## config.mk

```make
export PLATFORM = sky130hd
export DESIGN_NAME = key_debounce
export DESIGN_NICKNAME = d
export VERILOG_FILES = /design/src/rtl/de10_pkg.sv /design/src/rtl/key_debounce_ch.sv /design/src/rtl/key_debounce.sv
export SDC_FILE = /design/constraint.sdc
export NUM_CORES = 1
export LEC_CHECK = 0
export BUFFER_PORTS_ARGS = -buffer_cell sky130_fd_sc_hd__buf_4
export CAP_MARGIN = 20
export CORE_MARGIN = 4
export CORE_UTILIZATION = 35
export DETAILED_ROUTE_END_ITERATION = 6
export GPL_ROUTABILITY_DRIVEN = 1
export MAX_ROUTING_LAYER = met4
export SYNTH_ARGS = -nofsm -noshare
export SYNTH_HDL_FRONTEND = slang
export SYNTH_SLANG_ARGS = --single-unit
```

## constraint.sdc

```tcl
create_clock -name clk -period 2.95 [get_ports clk]
set_clock_uncertainty 0.1 [all_clocks]
set_input_delay 0.59 -clock clk [delete_from_list [all_inputs] [get_ports clk]]
set_output_delay 0.59 -clock clk [all_outputs]
set_load 0.02 [all_outputs]
```

## src/rtl/de10_pkg.sv

```systemverilog
// de10_pkg: shared state encoding and defaults for the key debouncer
package de10_pkg;

    localparam logic [1:0] ST_RELEASED    = 2'd0;
    localparam logic [1:0] ST_CHK_PRESS   = 2'd1;
    localparam logic [1:0] ST_PRESSED     = 2'd2;
    localparam logic [1:0] ST_CHK_RELEASE = 2'd3;

    localparam int DEFAULT_STABLE_COUNT = 4;

    typedef enum logic [1:0] {
        RELEASED    = ST_RELEASED,
        CHK_PRESS   = ST_CHK_PRESS,
        PRESSED     = ST_PRESSED,
        CHK_RELEASE = ST_CHK_RELEASE
    } state_e;

endpackage

```

## src/rtl/key_debounce_ch.sv

```systemverilog
// key_debounce_ch: one key channel -- synchroniser, qualification FSM and registered strobes
module key_debounce_ch
    import de10_pkg::*;
#(
    parameter int STABLE_COUNT   = DEFAULT_STABLE_COUNT,
    parameter bit KEY_ACTIVE_LOW = 1'b1
) (
    input  logic clk,
    input  logic rst,
    input  logic tick,
    input  logic key_in,
    output logic key_level,
    output logic key_press,
    output logic key_release
);

    localparam int CW = $clog2(STABLE_COUNT + 1);
    localparam logic [CW-1:0] LAST = CW'(STABLE_COUNT - 1);

    logic          sync1;
    logic          sync2;
    logic          pressed_s;
    state_e        state;
    logic [CW-1:0] cnt;

    // two-flop synchroniser, reset to the released pin level
    always_ff @(posedge clk or negedge rst) begin
        if (!rst) begin
            sync1 <= KEY_ACTIVE_LOW;
            sync2 <= KEY_ACTIVE_LOW;
        end else begin
            sync1 <= key_in;
            sync2 <= sync1;
        end
    end

    assign pressed_s = sync2 ^ KEY_ACTIVE_LOW;

    // qualification FSM; any disagreeing sample drops back to the stable state
    always_ff @(posedge clk or negedge rst) begin
        if (!rst) begin
            state       <= RELEASED;
            cnt         <= '0;
            key_level   <= 1'b0;
            key_press   <= 1'b0;
            key_release <= 1'b0;
        end else begin
            key_press   <= 1'b0;
            key_release <= 1'b0;
            if (tick) begin
                case (state)
                    RELEASED: begin
                        if (pressed_s) begin
                            if (STABLE_COUNT == 1) begin
                                state     <= PRESSED;
                                key_level <= 1'b1;
                                key_press <= 1'b1;
                            end else begin
                                state <= CHK_PRESS;
                                cnt   <= CW'(1);
                            end
                        end
                    end
                    CHK_PRESS: begin
                        if (!pressed_s) begin
                            state <= RELEASED;
                            cnt   <= '0;
                        end else if (cnt == LAST) begin
                            state     <= PRESSED;
                            cnt       <= '0;
                            key_level <= 1'b1;
                            key_press <= 1'b1;
                        end else begin
                            cnt <= cnt + 1'b1;
                        end
                    end
                    PRESSED: begin
                        if (!pressed_s) begin
                            if (STABLE_COUNT == 1) begin
                                state       <= RELEASED;
                                key_level   <= 1'b0;
                                key_release <= 1'b1;
                            end else begin
                                state <= CHK_RELEASE;
                                cnt   <= CW'(1);
                            end
                        end
                    end
                    CHK_RELEASE: begin
                        if (pressed_s) begin
                            state <= PRESSED;
                            cnt   <= '0;
                        end else if (cnt == LAST) begin
                            state       <= RELEASED;
                            cnt         <= '0;
                            key_level   <= 1'b0;
                            key_release <= 1'b1;
                        end else begin
                            cnt <= cnt + 1'b1;
                        end
                    end
                    default: begin
                        state <= RELEASED;
                        cnt   <= '0;
                    end
                endcase
            end
        end
    end

endmodule

```

## src/rtl/key_debounce.sv

```systemverilog
// key_debounce: NUM_KEYS independent debounced key channels sampled on the divider tick
module key_debounce
    import de10_pkg::*;
#(
    parameter int NUM_KEYS       = 2,
    parameter int STABLE_COUNT   = DEFAULT_STABLE_COUNT,
    parameter bit KEY_ACTIVE_LOW = 1'b1
) (
    input  logic                clk,
    input  logic                rst,
    input  logic                tick,
    input  logic [NUM_KEYS-1:0] key_in,
    output logic [NUM_KEYS-1:0] key_level,
    output logic [NUM_KEYS-1:0] key_press,
    output logic [NUM_KEYS-1:0] key_release
);

    for (genvar i = 0; i < NUM_KEYS; i++) begin : g_ch
        key_debounce_ch #(
            .STABLE_COUNT  (STABLE_COUNT),
            .KEY_ACTIVE_LOW(KEY_ACTIVE_LOW)
        ) u_ch (
            .clk        (clk),
            .rst        (rst),
            .tick       (tick),
            .key_in     (key_in[i]),
            .key_level  (key_level[i]),
            .key_press  (key_press[i]),
            .key_release(key_release[i])
        );
    end

endmodule
```

-- Word level (Yosys, flattened, before mapping)
Cells that the tools add are included.
- memories: 0
- output and inout bits: 6
- bits in read-only memories: 0
- bits in latches: 0
- memory bits (writable): 0
- bits of input ports: 5
- flip-flop bits (word level): 20
- $mul: 0
- equality and inequality tests: 24
- bitwise logic cells: 0
- reductions and logical operators: 10
- multiplexer cells: 50
- shift operators: 0
- add/sub/neg operators: 2
- divide/modulo/power cells: 0
- $lt $le $gt $ge: 0
- operators with widths (operator ; count):
    $mux 3 ; 10
    $mux 2 ; 12
    $pmux 3 s4 ; 2
    $mux 1 ; 22
    $ne 2x1->1 const B ; 8
    $pmux 2 s4 ; 2
    $reduce_and 6->1 ; 2
    $reduce_and 5->1 ; 2
    $eq 2x2->1 const B ; 4
    $ne 2x2->1 const B ; 4
    $add 3x1->3 const B ; 2
    $eq 3x2->1 const B ; 2
    $ne 3x1->1 const B ; 2
    $ne 3x3->1 const B ; 2
    $reduce_and 3->1 ; 2
    $eq 2x1->1 const B ; 2
    $logic_not 2->1 ; 2
    $pmux 1 s2 ; 2
    $reduce_bool 2->1 ; 2

-- Longest topological paths before layout
Gate-level depths: netlist (run 1).
- word-level depth: 5
- mapped depth: 4
- mapped depth without buffers: 4

-- Hierarchy
From an unflattened synthesis (run 1), not the netlist that was laid out.
- cell total of the unflattened synthesis: 66
- area, all modules: 837.1 µm²
- by module, submodules not included (module ; area an instance (µm²) ; instances ; cells each):
    key_debounce_ch at g_ch[0].u_ch ; 420.4 ; 1 ; 33
    key_debounce_ch at g_ch[1].u_ch ; 416.6 ; 1 ; 33

-- Worst setup path after synthesis (run 1)
Ideal clock, no wire load.
- path type: flip-flop to flip-flop
- from: register g_ch[1].u_ch.cnt[0]
- to: register g_ch[1].u_ch.key_level
- setup time: 124 ps
- data arrival time: 1085 ps
- path slack: 1641 ps
- path buffers: 0
- stages on the path, launching flop included: 5
- required time: 2726 ps
- cell sequence: dfrtp_1 ha_1 nand4b_1 nor3_2 a211o_1
- cells in the longest elaborated chain, start to end: 3
- RTL lines (what ; RTL line ; source):
    start: declaration ; key_debounce_ch.sv:24 ; logic [CW-1:0] cnt;
    start signal: assignment ; key_debounce_ch.sv:74 ; cnt <= cnt + 1'b1;
    start signal: assignment ; key_debounce_ch.sv:99 ; cnt <= cnt + 1'b1;
    $eq 3x2->1 (*) ; key_debounce_ch.sv:68, key_debounce_ch.sv:93 ;
    $ne 2x1->1 (no source line) ; - ;
    $reduce_and 6->1 (no source line) (*) ; - ;
    end signal: assignment ; key_debounce_ch.sv:71 ; key_level <= 1'b1;
    end signal: assignment ; key_debounce_ch.sv:81 ; key_level <= 1'b0;
    end signal: assignment ; key_debounce_ch.sv:96 ; key_level <= 1'b0;
    end: declaration ; key_debounce_ch.sv:12 ; output logic key_level,
Every way passes the cells marked *; elsewhere a longest branch is shown, timed or not.
A chain may end at the register's enable or synchronous reset.

-- Final worst setup path (run 1)
- from: register g_ch[0].u_ch.key_level
- to: output port key_level[0]
- RTL lines (what ; RTL line ; source):
    start: declaration ; key_debounce_ch.sv:12 ;
    start signal: assignment ; key_debounce_ch.sv:44 ; key_level <= 1'b0;
    start signal: assignment ; key_debounce_ch.sv:56 ; key_level <= 1'b1;
    start signal: assignment ; key_debounce_ch.sv:71 ;
    end: declaration ; key_debounce.sv:13 ; output logic [NUM_KEYS-1:0] key_level,
No word-level cell between the ends.

==> results of run 1 <==
==> final timing paths <==
kind	start	end
hold reg to reg	g_ch[0].u_ch.sync1$_DFF_PN1_	g_ch[0].u_ch.sync2$_DFF_PN1_
setup reg to reg	g_ch[1].u_ch.cnt[0]$_DFFE_PN0P_	g_ch[1].u_ch.key_level$_DFFE_PN0P_
min in group clk	g_ch[0].u_ch.sync1$_DFF_PN1_	g_ch[0].u_ch.sync2$_DFF_PN1_
max in group asynchronous	rst	g_ch[1].u_ch.sync2$_DFF_PN1_
setup / recovery	g_ch[0].u_ch.key_level$_DFFE_PN0P_	key_level[0]
hold / removal	rst	g_ch[0].u_ch.key_press$_DFF_PN0_
==> report_power, final <==
| group | total (W) | switching (W) | internal, W |
|---|---|---|---|
| registers | 0.000391 | 0.0000625 | 0.000329 |
| clock network | 0.000125 | 0.0000779 | 0.0000475 |
| logic | 0.000173 | 0.0000941 | 0.0000791 |
| total | 0.000690 | 0.000234 | 0.000455 |
==> synthesized netlist by cell type (all sizes together) <==
master	n	area [sq um]
dfrtp	16	400
buf	7	50.0
o21ai	7	38.8
a21oi	5	25.0
nand2	5	18.8
dfstp	4	105
a21boi	3	22.5
inv	3	11.3
a211o	2	17.5
ha	2	25.0
nand2b	2	12.5
nand4b	2	17.5
nor2	2	7.51
nor3	2	20.0
o211ai	2	15.0
o21a	2	15.0
xnor2	2	25.0
and3	1	6.26
and4b	1	10.0
nand3	1	5.00
nand3b	1	7.51
nand4	1	6.26
nor3b	1	7.51
o2bb2ai	1	8.76
==> layout make-up <==
type	count	area [sq um]	area share (%)
clock buffers	3	22.5	2.34
repair buffers	10	75.1	7.81
flip-flops and latches	20	505	52.6
multi-input cells	45	312	32.4
inverters	3	11.3	1.17
well taps	28	35.0	3.65
==> layer usage <==
metal	share of wire [%]	track usage, %
met4	0.83	2.98
met3	4.6	4.68
met2	46	13.5
met5	0	-
met1	49	11.7
==> flip-flops by register name, indices dropped and copies added (netlist names), named ones only <==
register and flops:
g_ch.u_ch.key_level 2, g_ch.u_ch.state 2, g_ch.u_ch.key_press 2, g_ch.u_ch.sync1 2
g_ch.u_ch.key_release 2, g_ch.u_ch.cnt 6, g_ch.u_ch.sync2 2
==> cell families after synthesis <==
family	Yosys count
compound gates	22
simple gates	19
flops	20
fa+ha+maj	2
xor+xnor	2
buf+inv	10
==> through the flow <==
stage,cell area (sq um),instances,total power [W],setup slack (ps)
after floorplan,878,75,0.000523,1640
after global placement,938,106,0.000566,1430
after detailed placement,938,106,0.000570,1390
after CTS,961,109,0.000697,1380
after global routing,961,109,0.000746,1350
final,961,109,0.000690,1390
==> layout by cell type (no fill, tap or decap), types with 2 or more instances in the layout <==
cell,n
inv_1,3
a21boi_0,2
ha_1,2
dfstp_2,4
nand2b_1,2
buf_4,10
dfrtp_1,16
nand4b_1,2
clkbuf_4,3
nand2_1,5
nor2_1,2
a21oi_1,5
nor3_2,2
o21a_1,2
o211ai_1,2
a211o_1,2
o21ai_0,5
==> summary.md, run 1 <==
| Metric | Value |
|---|---|
| Die Width | `58.1 um` |
| Largest family of logic cells by synthesized area | `compound AO/OA/AOI/OAI gates` |
| Buf/Inv on CP | `1` |
| Cts hold-fix bufs | `0` |
| Synth Cell Area | `878 sq um` |
| Post-Synth Simple-Gate Area | `13.5%` |
| Critical-path maximum fanout | `3` |
| Initial antenna violation count | `0` |
| Clk Tree Root Cell | `clkbuf_4` |
| # diodes | `0` |
| Worst slew pin tran | `407 ps` |
| Cell family with most CP delay | `flip-flops` |
| H-tree depth | `1` |
| Vias in the first global route | `504` |
| RSZ-0062 raised after global routing | `false` |
| Final ANT Viol Nets | `0` |
| Flops & latches, synth | `20` |
| Max incr delay on CP | `410 ps` |
| Die Area | `3380 sq um` |
| Syn Nets | `82` |
| Peak VDD IR | `0.378 mV` |
| Ys Warns | `0` |
| Slew headroom | `72.7%` |
| # setup viols final | `0` |
| DR iter-0 viols | `4` |
| WL final | `1320 um` |
| Fin. max-slew vios | `0` |
| CP cell instances | `buf_4` |
| Hpwl dp | `931 um` |
| Max Freq | `643 MHz` |
| Clock Pin Slew Worst Setup and Hold Paths | `110 ps` |
| Crit path time final | `1560 ps` |
| Core box area | `2300 sq um` |
| # fillers | `227` |
| CTS Buf Count | `3` |
| Post-synthesis compound-gate area fraction | `16.2%` |
| Worst skew pair latency | `290 ps` |
| Distinct cell type count after synthesis | `29` |
| Layout Utilization | `41.8%` |
| Crit Path Category | `flip-flop to output pin` |
| Clock tree sinks | `20` |
| Post-CTS Resized | `0` |
| Via density | `4.93` |
| Crit path depth | `1` |
| Synth Area in XOR/XNOR | `2.85%` |
| Mux cell area share after synthesis | `0%` |
| Routability Congestion | `0.748` |
| Port buffer count | `10` |
| Max-Cap Viols | `0` |
| Clock Path Buffers | `2` |
| Num ports | `11` |
| Share of post-route cells with drive strength above 1 | `25.9%` |
| Post-CTS setup buffer count | `0` |
| TNS Setup | `0 ps` |
| WP data arrival | `870 ps` |
| Via Count | `537` |
| Largest net degree at the start of global routing | `21` |
| Nets | `90` |
| Hold_ws | `50.9 ps` |
| Synthesized area per cell | `11.7 sq um` |
| Static Leak | `0.416 nW` |
| DRC | `0` |
| First-pass GRT wire length | `2300 um` |
| Tot GR Track Use | `9.47%` |
| Post-Synth Adder-Cell Area | `2.85%` |
| Drt wl/cell | `12.1 um` |
| Crit. End Element | `output pin` |
| Drt first pass iters | `4` |
| R2R setup slack | `1540 ps` |
| Period utilisation layout | `52.7%` |
| Slowest CP cell | `dfrtp_1` |
| Crit start category | `flip-flop` |
| Synth Instances | `75` |
| Power density over the cells | `718 nW/um^2` |
| Register area share after synthesis | `57.5%` |
| Worst Path Required | `2260 ps` |
| Row count | `17` |
| Status | `completed` |
| GRT overflow | `0` |
| Final Hold Viols | `0` |
| Layout area overhead | `9.40%` |
| TritonCTS clock tree | `built` |
| Starting Density | `38.2%` |
| Hold Path Class | `input port to asynchronous set/reset pin` |
| FF-to-FF path depth | `4` |
| Die H | `58.1 um` |
(Power assumes the default switching activity.)
==> run 2: changes to the inputs <==
- clock period: 2.95 -> 1.5 ns (I/O delays scaled with it)
==> run 2 against run 1 <==
Count of clock-buffer cells in the layout unchanged. Hold slack improved by 160 ps. Combinational power is 100% higher. Global-route usage increased by 0.061 points. Clock power rose by 90%. Total power rose by 96%. Largest cell class unchanged.
==> summary.md, run 2 (same netlist as run 1, synthesis figures left out) <==
| Metric | Value |
|---|---|
| FF-to-FF Start | `g_ch[1].u_ch.cnt[0]$_DFFE_PN0P_` |
| Largest register FFs | `6` |
| Hold depth | `2` |
| Slowest CP cell | `dfrtp_1` |
| Hpwl dp | `915 um` |
| Slew headroom | `72.7%` |
| Post-place setup slack | `107 ps` |
| Most flops, register | `g_ch.u_ch.cnt` |
| Largest net degree at the start of global routing | `21` |
| Layout area overhead | `12.8%` |
| Max incr delay on CP | `420 ps` |
| Worst Path Required | `1580 ps` |
| Die Area | `3380 sq um` |
| # diodes | `0` |
| TNS Setup | `0 ps` |
| Clock tree sinks | `20` |
| M3 GR Usage | `4.01%` |
| Clk Tree Root Cell | `clkbuf_4` |
| Placed instance count | `106` |
| Core box area | `2300 sq um` |
| Hold_ws | `208 ps` |
| Vias in the first global route | `541` |
| Worst skew pair latency | `290 ps` |
| Storage element area | `505 sq um` |
| Final ANT Viol Nets | `0` |
| Nets | `93` |
| Period utilisation layout | `93.6%` |
| Via Count | `557` |
| Most frequent cells in the layout | `dfrtp_1, buf_4, nand2_1, o21ai_0, a21oi_1` |
| Hold Path Sink | `g_ch[1].u_ch.state[0]$_DFFE_PN0P_` |
| WL final | `1300 um` |
| TritonCTS clock tree | `built` |
| WP data arrival | `1490 ps` |
| GRT overflow | `0` |
| Clock Pin Slew Worst Setup and Hold Paths | `100 ps` |
| RSZ-0062 raised after global routing | `false` |
| H-tree depth | `1` |
| Num ports | `11` |
| Port buffer count | `10` |
| Row count | `17` |
| Final Hold Viols | `0` |
| Post-CTS setup buffer count | `0` |
| FF-to-FF path depth | `4` |
| Non-Filler Instances | `112` |
| Met2 usage | `14.4%` |
| Via density | `4.97` |
| Hold path start | `tick` |
| Crit Path Category | `flip-flop to flip-flop` |
| Drt wl/cell | `11.6 um` |
| First-pass GRT wire length | `2380 um` |
| GR Util met1 | `11.6%` |
| Peak VDD IR | `0.867 mV` |
| Critical-path maximum fanout | `5` |
| Crit path time final | `1400 ps` |
| Power density over the cells | `1370 nW/um^2` |
| Worst R2R End | `g_ch[1].u_ch.key_level$_DFFE_PN0P_` |
| Area of the multi-input gates | `312 sq um` |
| Tot GR Track Use | `9.53%` |
| Share of post-route cells with drive strength above 1 | `25.0%` |
| Hold Path Class | `input port to flip-flop` |
| Final instance area | `991 sq um` |
| Drt first pass iters | `2` |
| Clock Path Buffers | `2` |
| Max-Cap Viols | `0` |
| Fin. max-slew vios | `0` |
| Max Freq | `712 MHz` |
| DR iter-0 viols | `14` |
| Routability Congestion | `0.864` |
| Post-DP Area | `938 sq um` |
| # fillers | `215` |
| Initial antenna violation count | `0` |
| Starting Density | `38.2%` |
| Die Width | `58.1 um` |
| CTS Buf Count | `3` |
| Status | `completed` |
| Die H | `58.1 um` |
| Crit start category | `flip-flop` |
| Worst slew pin tran | `406 ps` |
| PnR worst setup slack | `95.4 ps` |
| # setup viols final | `0` |
| DRC | `0` |
| Static Leak | `0.429 nW` |
| R2R setup slack | `100 ps` |
| Crit. End Element | `flip-flop` |
| Most Crowded Layer GR | `met2` |
| CP cell instances | `ha_1 -> nand4b_1 -> nor3_2 -> a211o_1` |
| Most common cell after layout, fill and taps aside | `dfrtp_1` |
-- run 2: power by group --
part,total (W),switching [W],internal (W),leakage [nW]
sequential,0.000767,0.000121,0.000646,0.241
clock,0.000238,0.000145,0.0000934,0.0138
combinational,0.000350,0.000189,0.000161,0.174
total,0.00136,0.000454,0.000901,0.429
-- run 2: critical path, delay by kind of cell (launching register included) --
kind                     cells  cell delay (ps)
flip-flops                   1              420
adder cells (fa/ha/maj)      1              240
AND/OR/NAND/NOR              2              280
AO/OA/AOI/OAI                1              270
-- run 2: metal layers --
metal / wire, um / vias to the layer above
met5: 0 / -
met4: 12 / 0
met3: 74 / 5
met2: 595 / 12
met1: 613 / 261
li1: - / 279
-- run 2: layout make-up --
class | instances | area share, %
Sequential cell | 20 | 51.0
Multi-Input combinational cell | 45 | 31.4
Timing Repair Buffer | 13 | 10.6
Tap cell | 28 | 3.54
Clock buffer | 3 | 2.27
Inverter | 3 | 1.14
-- run 2: metrics by stage --
step                      util, %  power, W
after global routing         43.1   0.00150
after floorplan                 -   0.00103
after detailed placement     40.8   0.00112
after CTS                    43.1   0.00138
final                        43.1   0.00136
after global placement       40.8   0.00111
-- run 2: worst max-delay path by stage --
stage | start | end | depth (start not counted) | slack, ps
finish | g_ch[1].u_ch.cnt[0]$_DFFE_PN0P_ | g_ch[1].u_ch.key_level$_DFFE_PN0P_ | 4 | 100
global route | g_ch[1].u_ch.cnt[0]$_DFFE_PN0P_ | g_ch[1].u_ch.key_level$_DFFE_PN0P_ | 4 | 3
CTS | g_ch[1].u_ch.cnt[0]$_DFFE_PN0P_ | g_ch[1].u_ch.key_level$_DFFE_PN0P_ | 4 | 100
detailed placement | g_ch[1].u_ch.cnt[0]$_DFFE_PN0P_ | g_ch[1].u_ch.key_level$_DFFE_PN0P_ | 4 | 110
global placement | g_ch[1].u_ch.cnt[0]$_DFFE_PN0P_ | g_ch[1].u_ch.key_level$_DFFE_PN0P_ | 4 | 150
floorplan | g_ch[1].u_ch.cnt[0]$_DFFE_PN0P_ | g_ch[1].u_ch.key_level$_DFFE_PN0P_ | 4 | 190
-- run 2: repair_timing --
item / in CTS / in global routing
resized for setup: 0 / 0
hold buffers: 3 / 0
hold endpoints to repair: 18 / 0
